File: config.mk
export PLATFORM = sky130hd
export DESIGN_NAME = usart_rx_word_flat
export DESIGN_NICKNAME = d
export VERILOG_FILES = /design/src/rtl/usart_rx_word_if.sv /design/src/rtl/usart_rx_word.sv /design/src/flat_wrapper.sv
export SDC_FILE = /design/constraint.sdc
export NUM_CORES = 1
export LEC_CHECK = 0
export CAP_MARGIN = 20
export CORE_MARGIN = 4
export CORE_UTILIZATION = 50
export CTS_CLUSTER_DIAMETER = 60
export CTS_CLUSTER_SIZE = 40
export DETAILED_ROUTE_END_ITERATION = 7
export MAX_ROUTING_LAYER = met4
export PLACE_DENSITY = 0.74
export SLEW_MARGIN = 20
export SYNTH_ARGS = -nofsm -noshare
export SYNTH_HDL_FRONTEND = slang
export SYNTH_SLANG_ARGS = --single-unit
File: constraint.sdc
create_clock -name clk -period 2.4 [get_ports clk]
set_clock_uncertainty 0.2 [all_clocks]
set_input_delay 0.36 -clock clk [delete_from_list [all_inputs] [get_ports clk]]
set_output_delay 0.36 -clock clk [all_outputs]
set_load 0.005 [all_outputs]
File: src/rtl/usart_rx_word_if.sv
// Processor-facing side of usart_rx_word: assembled word, valid level,
// sticky error bits and the one-cycle acknowledge strobe.
interface usart_rx_word_if;
  logic        ack;
  logic [31:0] dadoUsart;
  logic        dadoPronto;
  logic [1:0]  erro;

  modport master (output ack, input dadoUsart, dadoPronto, erro);
  modport slave  (input ack, output dadoUsart, dadoPronto, erro);
endinterface

File: src/rtl/usart_rx_word.sv
// Oversampling serial receiver packing four bytes little-endian into a 32-bit word.
// Frame is 8N1 by default; defining USART_PARITY_EN switches to 8E1.
module usart_rx_word #(
  parameter int DIV = 27
) (
  input  logic           clk,
  input  logic           rst,
  input  logic           rx,
  usart_rx_word_if.slave bus
);

  // state  | meaning
  // IDLE   | line idle, waiting for a synced 1->0 edge
  // START  | confirming the start bit at mid-bit
  // DATA   | sampling 8 data bits, LSB first
  // PARITY | sampling the even-parity bit
  // STOP   | sampling the stop bit
  // WAIT   | bad frame, waiting for the line to return high
  typedef enum logic [2:0] {
    S_IDLE, S_START, S_DATA, S_PARITY, S_STOP, S_WAIT
  } state_t;

  localparam int TW = $clog2(DIV);

  state_t        state_q, state_d;
  logic          rx_meta_q, rx_sync_q, rx_prev_q;
  logic [TW-1:0] tick_cnt_q, tick_cnt_d;
  logic [3:0]    sub_cnt_q, sub_cnt_d;
  logic [2:0]    bit_cnt_q, bit_cnt_d;
  logic [7:0]    shift_q, shift_d;
  logic [1:0]    idx_q, idx_d;
  logic [23:0]   shadow_q, shadow_d;
  logic [31:0]   data_q, data_d;
  logic          pronto_q, pronto_d;
  logic [1:0]    erro_q, erro_d;
  logic          tick, mid_bit, bit_end, start_edge;
  logic          byte_ok, byte_bad, word_done, load;

`ifdef USART_PARITY_EN
  logic par_bad;
  assign par_bad = ^{shift_q, rx_sync_q};
`endif

  assign tick       = (tick_cnt_q == TW'(DIV - 1));
  assign mid_bit    = tick && (sub_cnt_q == 4'd7);
  assign bit_end    = tick && (sub_cnt_q == 4'd15);
  assign start_edge = (state_q == S_IDLE) && rx_prev_q && !rx_sync_q;

  always_ff @(posedge clk or negedge rst) begin
    if (!rst) state_q <= S_IDLE;
    else      state_q <= state_d;
  end

  always_comb begin
    state_d = state_q;
    case (state_q)
      S_IDLE:  if (start_edge) state_d = S_START;
      S_START: if (mid_bit) state_d = rx_sync_q ? S_IDLE : S_DATA;
      S_DATA: begin
        if (bit_end && bit_cnt_q == 3'd7) begin
`ifdef USART_PARITY_EN
          state_d = S_PARITY;
`else
          state_d = S_STOP;
`endif
        end
      end
`ifdef USART_PARITY_EN
      S_PARITY: if (bit_end) state_d = par_bad ? S_WAIT : S_STOP;
`endif
      S_STOP:  if (bit_end) state_d = rx_sync_q ? S_IDLE : S_WAIT;
      S_WAIT:  if (rx_sync_q) state_d = S_IDLE;
      default: state_d = S_IDLE;
    endcase
  end

  always_comb begin
    tick_cnt_d = tick ? '0 : tick_cnt_q + 1'b1;
    if (start_edge) tick_cnt_d = '0;

    sub_cnt_d = tick ? sub_cnt_q + 4'd1 : sub_cnt_q;
    if (state_q == S_IDLE || (state_q == S_START && mid_bit)) sub_cnt_d = '0;

    bit_cnt_d = bit_cnt_q;
    shift_d   = shift_q;
    if (state_q == S_START && mid_bit) bit_cnt_d = '0;
    if (state_q == S_DATA && bit_end) begin
      bit_cnt_d = bit_cnt_q + 3'd1;
      shift_d   = {rx_sync_q, shift_q[7:1]};
    end

    byte_ok  = (state_q == S_STOP) && bit_end && rx_sync_q;
    byte_bad = (state_q == S_STOP) && bit_end && !rx_sync_q;
`ifdef USART_PARITY_EN
    if (state_q == S_PARITY && bit_end && par_bad) byte_bad = 1'b1;
`endif
    word_done = byte_ok && (idx_q == 2'd3);
    load      = word_done && (!pronto_q || bus.ack);

    idx_d    = idx_q;
    shadow_d = shadow_q;
    if (byte_bad) idx_d = '0;
    if (byte_ok) begin
      idx_d = idx_q + 2'd1;
      case (idx_q)
        2'd0:    shadow_d[7:0]   = shift_q;
        2'd1:    shadow_d[15:8]  = shift_q;
        2'd2:    shadow_d[23:16] = shift_q;
        default: ;
      endcase
    end

    data_d   = load ? {shift_q, shadow_q} : data_q;
    pronto_d = load ? 1'b1 : (bus.ack ? 1'b0 : pronto_q);

    // Set has priority over an ack in the same cycle so no fault is lost.
    erro_d = bus.ack ? 2'b00 : erro_q;
    if (byte_bad) erro_d[0] = 1'b1;
    if (word_done && pronto_q && !bus.ack) erro_d[1] = 1'b1;
  end

  always_ff @(posedge clk or negedge rst) begin
    if (!rst) begin
      rx_meta_q  <= 1'b1;
      rx_sync_q  <= 1'b1;
      rx_prev_q  <= 1'b1;
      tick_cnt_q <= '0;
      sub_cnt_q  <= '0;
      bit_cnt_q  <= '0;
      shift_q    <= '0;
      idx_q      <= '0;
      shadow_q   <= '0;
      data_q     <= '0;
      pronto_q   <= 1'b0;
      erro_q     <= 2'b00;
    end else begin
      rx_meta_q  <= rx;
      rx_sync_q  <= rx_meta_q;
      rx_prev_q  <= rx_sync_q;
      tick_cnt_q <= tick_cnt_d;
      sub_cnt_q  <= sub_cnt_d;
      bit_cnt_q  <= bit_cnt_d;
      shift_q    <= shift_d;
      idx_q      <= idx_d;
      shadow_q   <= shadow_d;
      data_q     <= data_d;
      pronto_q   <= pronto_d;
      erro_q     <= erro_d;
    end
  end

  assign bus.dadoUsart  = data_q;
  assign bus.dadoPronto = pronto_q;
  assign bus.erro       = erro_q;

endmodule

File: src/flat_wrapper.sv
// flat-port wrapper written by rule: the top's interface ports become plain ports
module usart_rx_word_flat 
#(
  parameter int DIV = 27
)
  (clk, rst, rx, bus_ack, bus_dadoUsart, bus_dadoPronto, bus_erro);
  usart_rx_word_if bus_i ();
  input  logic clk;
  input  logic rst;
  input  logic rx;
  input wire logic [$bits(bus_i.ack)-1:0] bus_ack;
  output wire logic [$bits(bus_i.dadoUsart)-1:0] bus_dadoUsart;
  output wire logic [$bits(bus_i.dadoPronto)-1:0] bus_dadoPronto;
  output wire logic [$bits(bus_i.erro)-1:0] bus_erro;
  assign bus_i.ack = bus_ack;
  assign bus_dadoUsart = bus_i.dadoUsart;
  assign bus_dadoPronto = bus_i.dadoPronto;
  assign bus_erro = bus_i.erro;
  usart_rx_word #(.DIV(DIV)) u_core (.clk(clk), .rst(rst), .rx(rx), .bus(bus_i));
endmodule
==> impl_metrics.tcl <==
set metrics [dict create \
    status "complete, no violations" \
    ys_seq_area_frac 0.601 \
    clkPwrFrac 0.370 \
    drt_iter0_markers 53 \
    num-fill-cells 538 \
    leakagePower_nw 2.14 \
    synth-seq-cells 87 \
    coreArea_um2 6910 \
    fin_util 0.635 \
    area_delta_synth_final_pct 20.8 \
    ant_nets 0 \
    tns_ns 0 \
    nNetsFinal 318 \
    cp.arrival_ns 2.27 \
    syn-mean-instance-area_um2 14.2 \
    timing.rr.start "u_core.tick_cnt_q[0]" \
    post_cts_buffers 0 \
    hp-class "flip-flop to flip-flop" \
    worstSetupStartpointType "flip-flop" \
    tritoncts "yes" \
    die-area_um2 8680 \
    maxSlewViolCount 0 \
    power.switching_mw 0.728 \
    numPortBuffers 38 \
    holdCritStartpoint "u_core.rx_meta_q" \
    gr-total-overflow 0 \
    ys_types 40 \
    cp-end-kind "flip-flop" \
    gp_congestion 0.792 \
    h-tree-depth 3 \
    worstPathRequired_ns 2.43 \
    die_x_um 93.2 \
    num_vias 2136 \
    syn_inst 255 \
    fin_ws_ns 0.166 \
    async_flop_share 1.00 \
    grt_pass1_vias 2285 \
    routedWlPerCell_um 15.4 \
    grt_pass1_wl_um 11000 \
    drcViolationCount 0 \
    avgViaCountPerCell 5.26 \
    final_common_cell "dfrtp_1" \
    start_util 0.525 \
    synthTopCellsByArea "dfrtp_1 58%, mux2_2 19%, ha_1 3.1%" \
    clock_latency_ns 0.35 \
    cts.clk_slew.worst_paths_ns 0.09 \
    core.rowCount 30 \
    ir_drop_v 0.000378 \
    pre_cts_slack_ns 0.191 \
    fin_crit_ns 2.23 \
    antennaDiodeCount 0 \
    synth_edf_count 0 \
    post-synth-top-area-cell "dfrtp_1" \
    first_pass_iters 4 \
    yosysWarnings 0 \
    numCtsBuffers 9 \
    final_cell_mix "84 x dfrtp_1, 62 x mux2_2, 37 x clkdlybuf4s50_1" \
    grt_antenna_before_repair 0 \
    cp_max_fo 12 \
    drive_gt1_frac 0.323 \
    max_slew_margin 0.569 \
    max_freq_mhz 448 \
    p_comb_frac 0.075 \
    cts_buffer_depth 2 \
    die_h_um 93.2 \
    ys.flop_type "dfrtp_1" \
    rsz0062_at_grt "false" \
    power_density_nw_per_um2 654 \
    power_frac_seq 0.555 \
    cts_root_buffer "clkbuf_8" \
    pin_count 39 \
    clkSinkCount 87 \
    criticalPathCategory "flip-flop to flip-flop" \
    synth_fp_nets 268 \
    startpoint "u_core.tick_cnt_q[0]" \
    setup_viol 0 \
    finalHoldViolCount 0 \
    hpwl_um 4290 \
    wirelength_um 6240 \
    internal_power_mw 2.14 \
    swShare 0.254 \
    grt_start_max_net_pins 44 \
    synth_top_cell_area_share 0.579 \
    syn_area_um2 3630 \
    tightest_slew_ns 0.640 \
    maxCapViolCount 0 \
    grt_usage 0.167 \
    finalCritPeriodShare 0.931 \
]
==> final timing paths <==
path	to	slack, ns	depth (start not counted)
max in group asynchronous	u_core.rx_sync_q	1.14	3
hold / removal	u_core.rx_sync_q	0.16	0
hold reg to reg	u_core.rx_sync_q	0.16	0
setup / recovery	u_core.shift_q[6]	0.17	7
min in group asynchronous	u_core.shadow_q[1]	0.26	2
setup reg to reg	u_core.shift_q[6]	0.17	7
==> per-layer routing <==
| metal | GRT usage | routed length, µm | vias to the layer above |
|---|---|---|---|
| li1 | - | - | 1006 |
| met1 | 0.210 | 2800 | 1089 |
| met2 | 0.259 | 3140 | 31 |
| met3 | 0.0362 | 181 | 10 |
| met4 | 0.0794 | 112 | 0 |
| met5 | - | 0 | - |
==> power by group through the flow <==
stage	registers [mW]	clock network [mW]	logic, mW
6_report	1.59	1.06	0.214
5_1_grt	1.60	1.16	0.245
4_1_cts	1.59	1.09	0.219
3_5_place_dp	1.62	0	0.215
3_3_place_gp	1.61	0	0.210
2_1_floorplan	1.60	0	0.149
==> sequential cells by signal, summed over array words and instances (netlist names) <==
signal                 flops
u_core.bus.dadoUsart      32
u_core.shadow_q           24
u_core.shift_q             8
u_core.tick_cnt_q          5
u_core.sub_cnt_q           4
u_core.bit_cnt_q           3
u_core.state_q             3
u_core.bus.erro            2
u_core.idx_q               2
u_core.bus.dadoPronto      1
u_core.rx_meta_q           1
u_core.rx_prev_q           1
u_core.rx_sync_q           1
==> final cells by class <==
class                   count  area, µm²  share of cell area
multi-input cells         153       1360               0.311
flip-flops and latches     87       2180               0.497
repair buffers             50        495               0.113
inverters                   4       15.0             0.00342
well taps                  96        120              0.0274
clock inverters             6       73.8              0.0168
clock buffers              10        138              0.0314
==> worst max-delay path: stages (launching register included) <==
cell     delay (ns)
dfrtp_1        0.42
inv_1          0.07
ha_1           0.26
nand4_2        0.15
buf_4          0.20
nor4_2         0.21
buf_4          0.25
mux2_2         0.35
==> synth_stat cells (2+ instances only) <==
cell	count
dfrtp_1	84
xor2_1	3
buf_6	4
a31oi_1	3
clkbuf_1	2
inv_1	4
nor2_1	18
dfstp_2	3
nand3_1	9
or3_1	2
nor4_4	3
nand2_1	9
clkbuf_2	2
xnor2_1	3
buf_4	2
a21o_1	2
mux2_2	62
o21ai_0	4
nand2b_1	2
ha_1	9
nor3_1	4
mux2_1	2
mux2i_1	2
==> metrics by stage <==
| step | power [mW] | area, µm² | hold slack, ns | cells |
|---|---|---|---|---|
| after global routing | 3.00 | 4380 | 0.165 | 406 |
| after floorplan | 1.75 | 3630 | -0.136 | 255 |
| final | 2.87 | 4380 | 0.159 | 406 |
| after detailed placement | 1.83 | 4160 | 0.0921 | 389 |
| after CTS | 2.90 | 4380 | 0.159 | 406 |
| after global placement | 1.82 | 4160 | 0.0895 | 389 |
==> cell families after synthesis <==
family / count (synthesis) / synth area share
simple gates: 56 / 0.0931
flops: 87 / 0.601
compound gates: 16 / 0.0293
fa+ha+maj: 9 / 0.0310
buf+inv: 15 / 0.0269
mux: 66 / 0.204
xor+xnor: 6 / 0.0145
==> repair_timing <==
action,CTS,global route
hold buffers,1,0
hold endpoints to repair,24,0
gates resized for setup,0,0
Note: power is estimated with default switching activity, not from simulation.
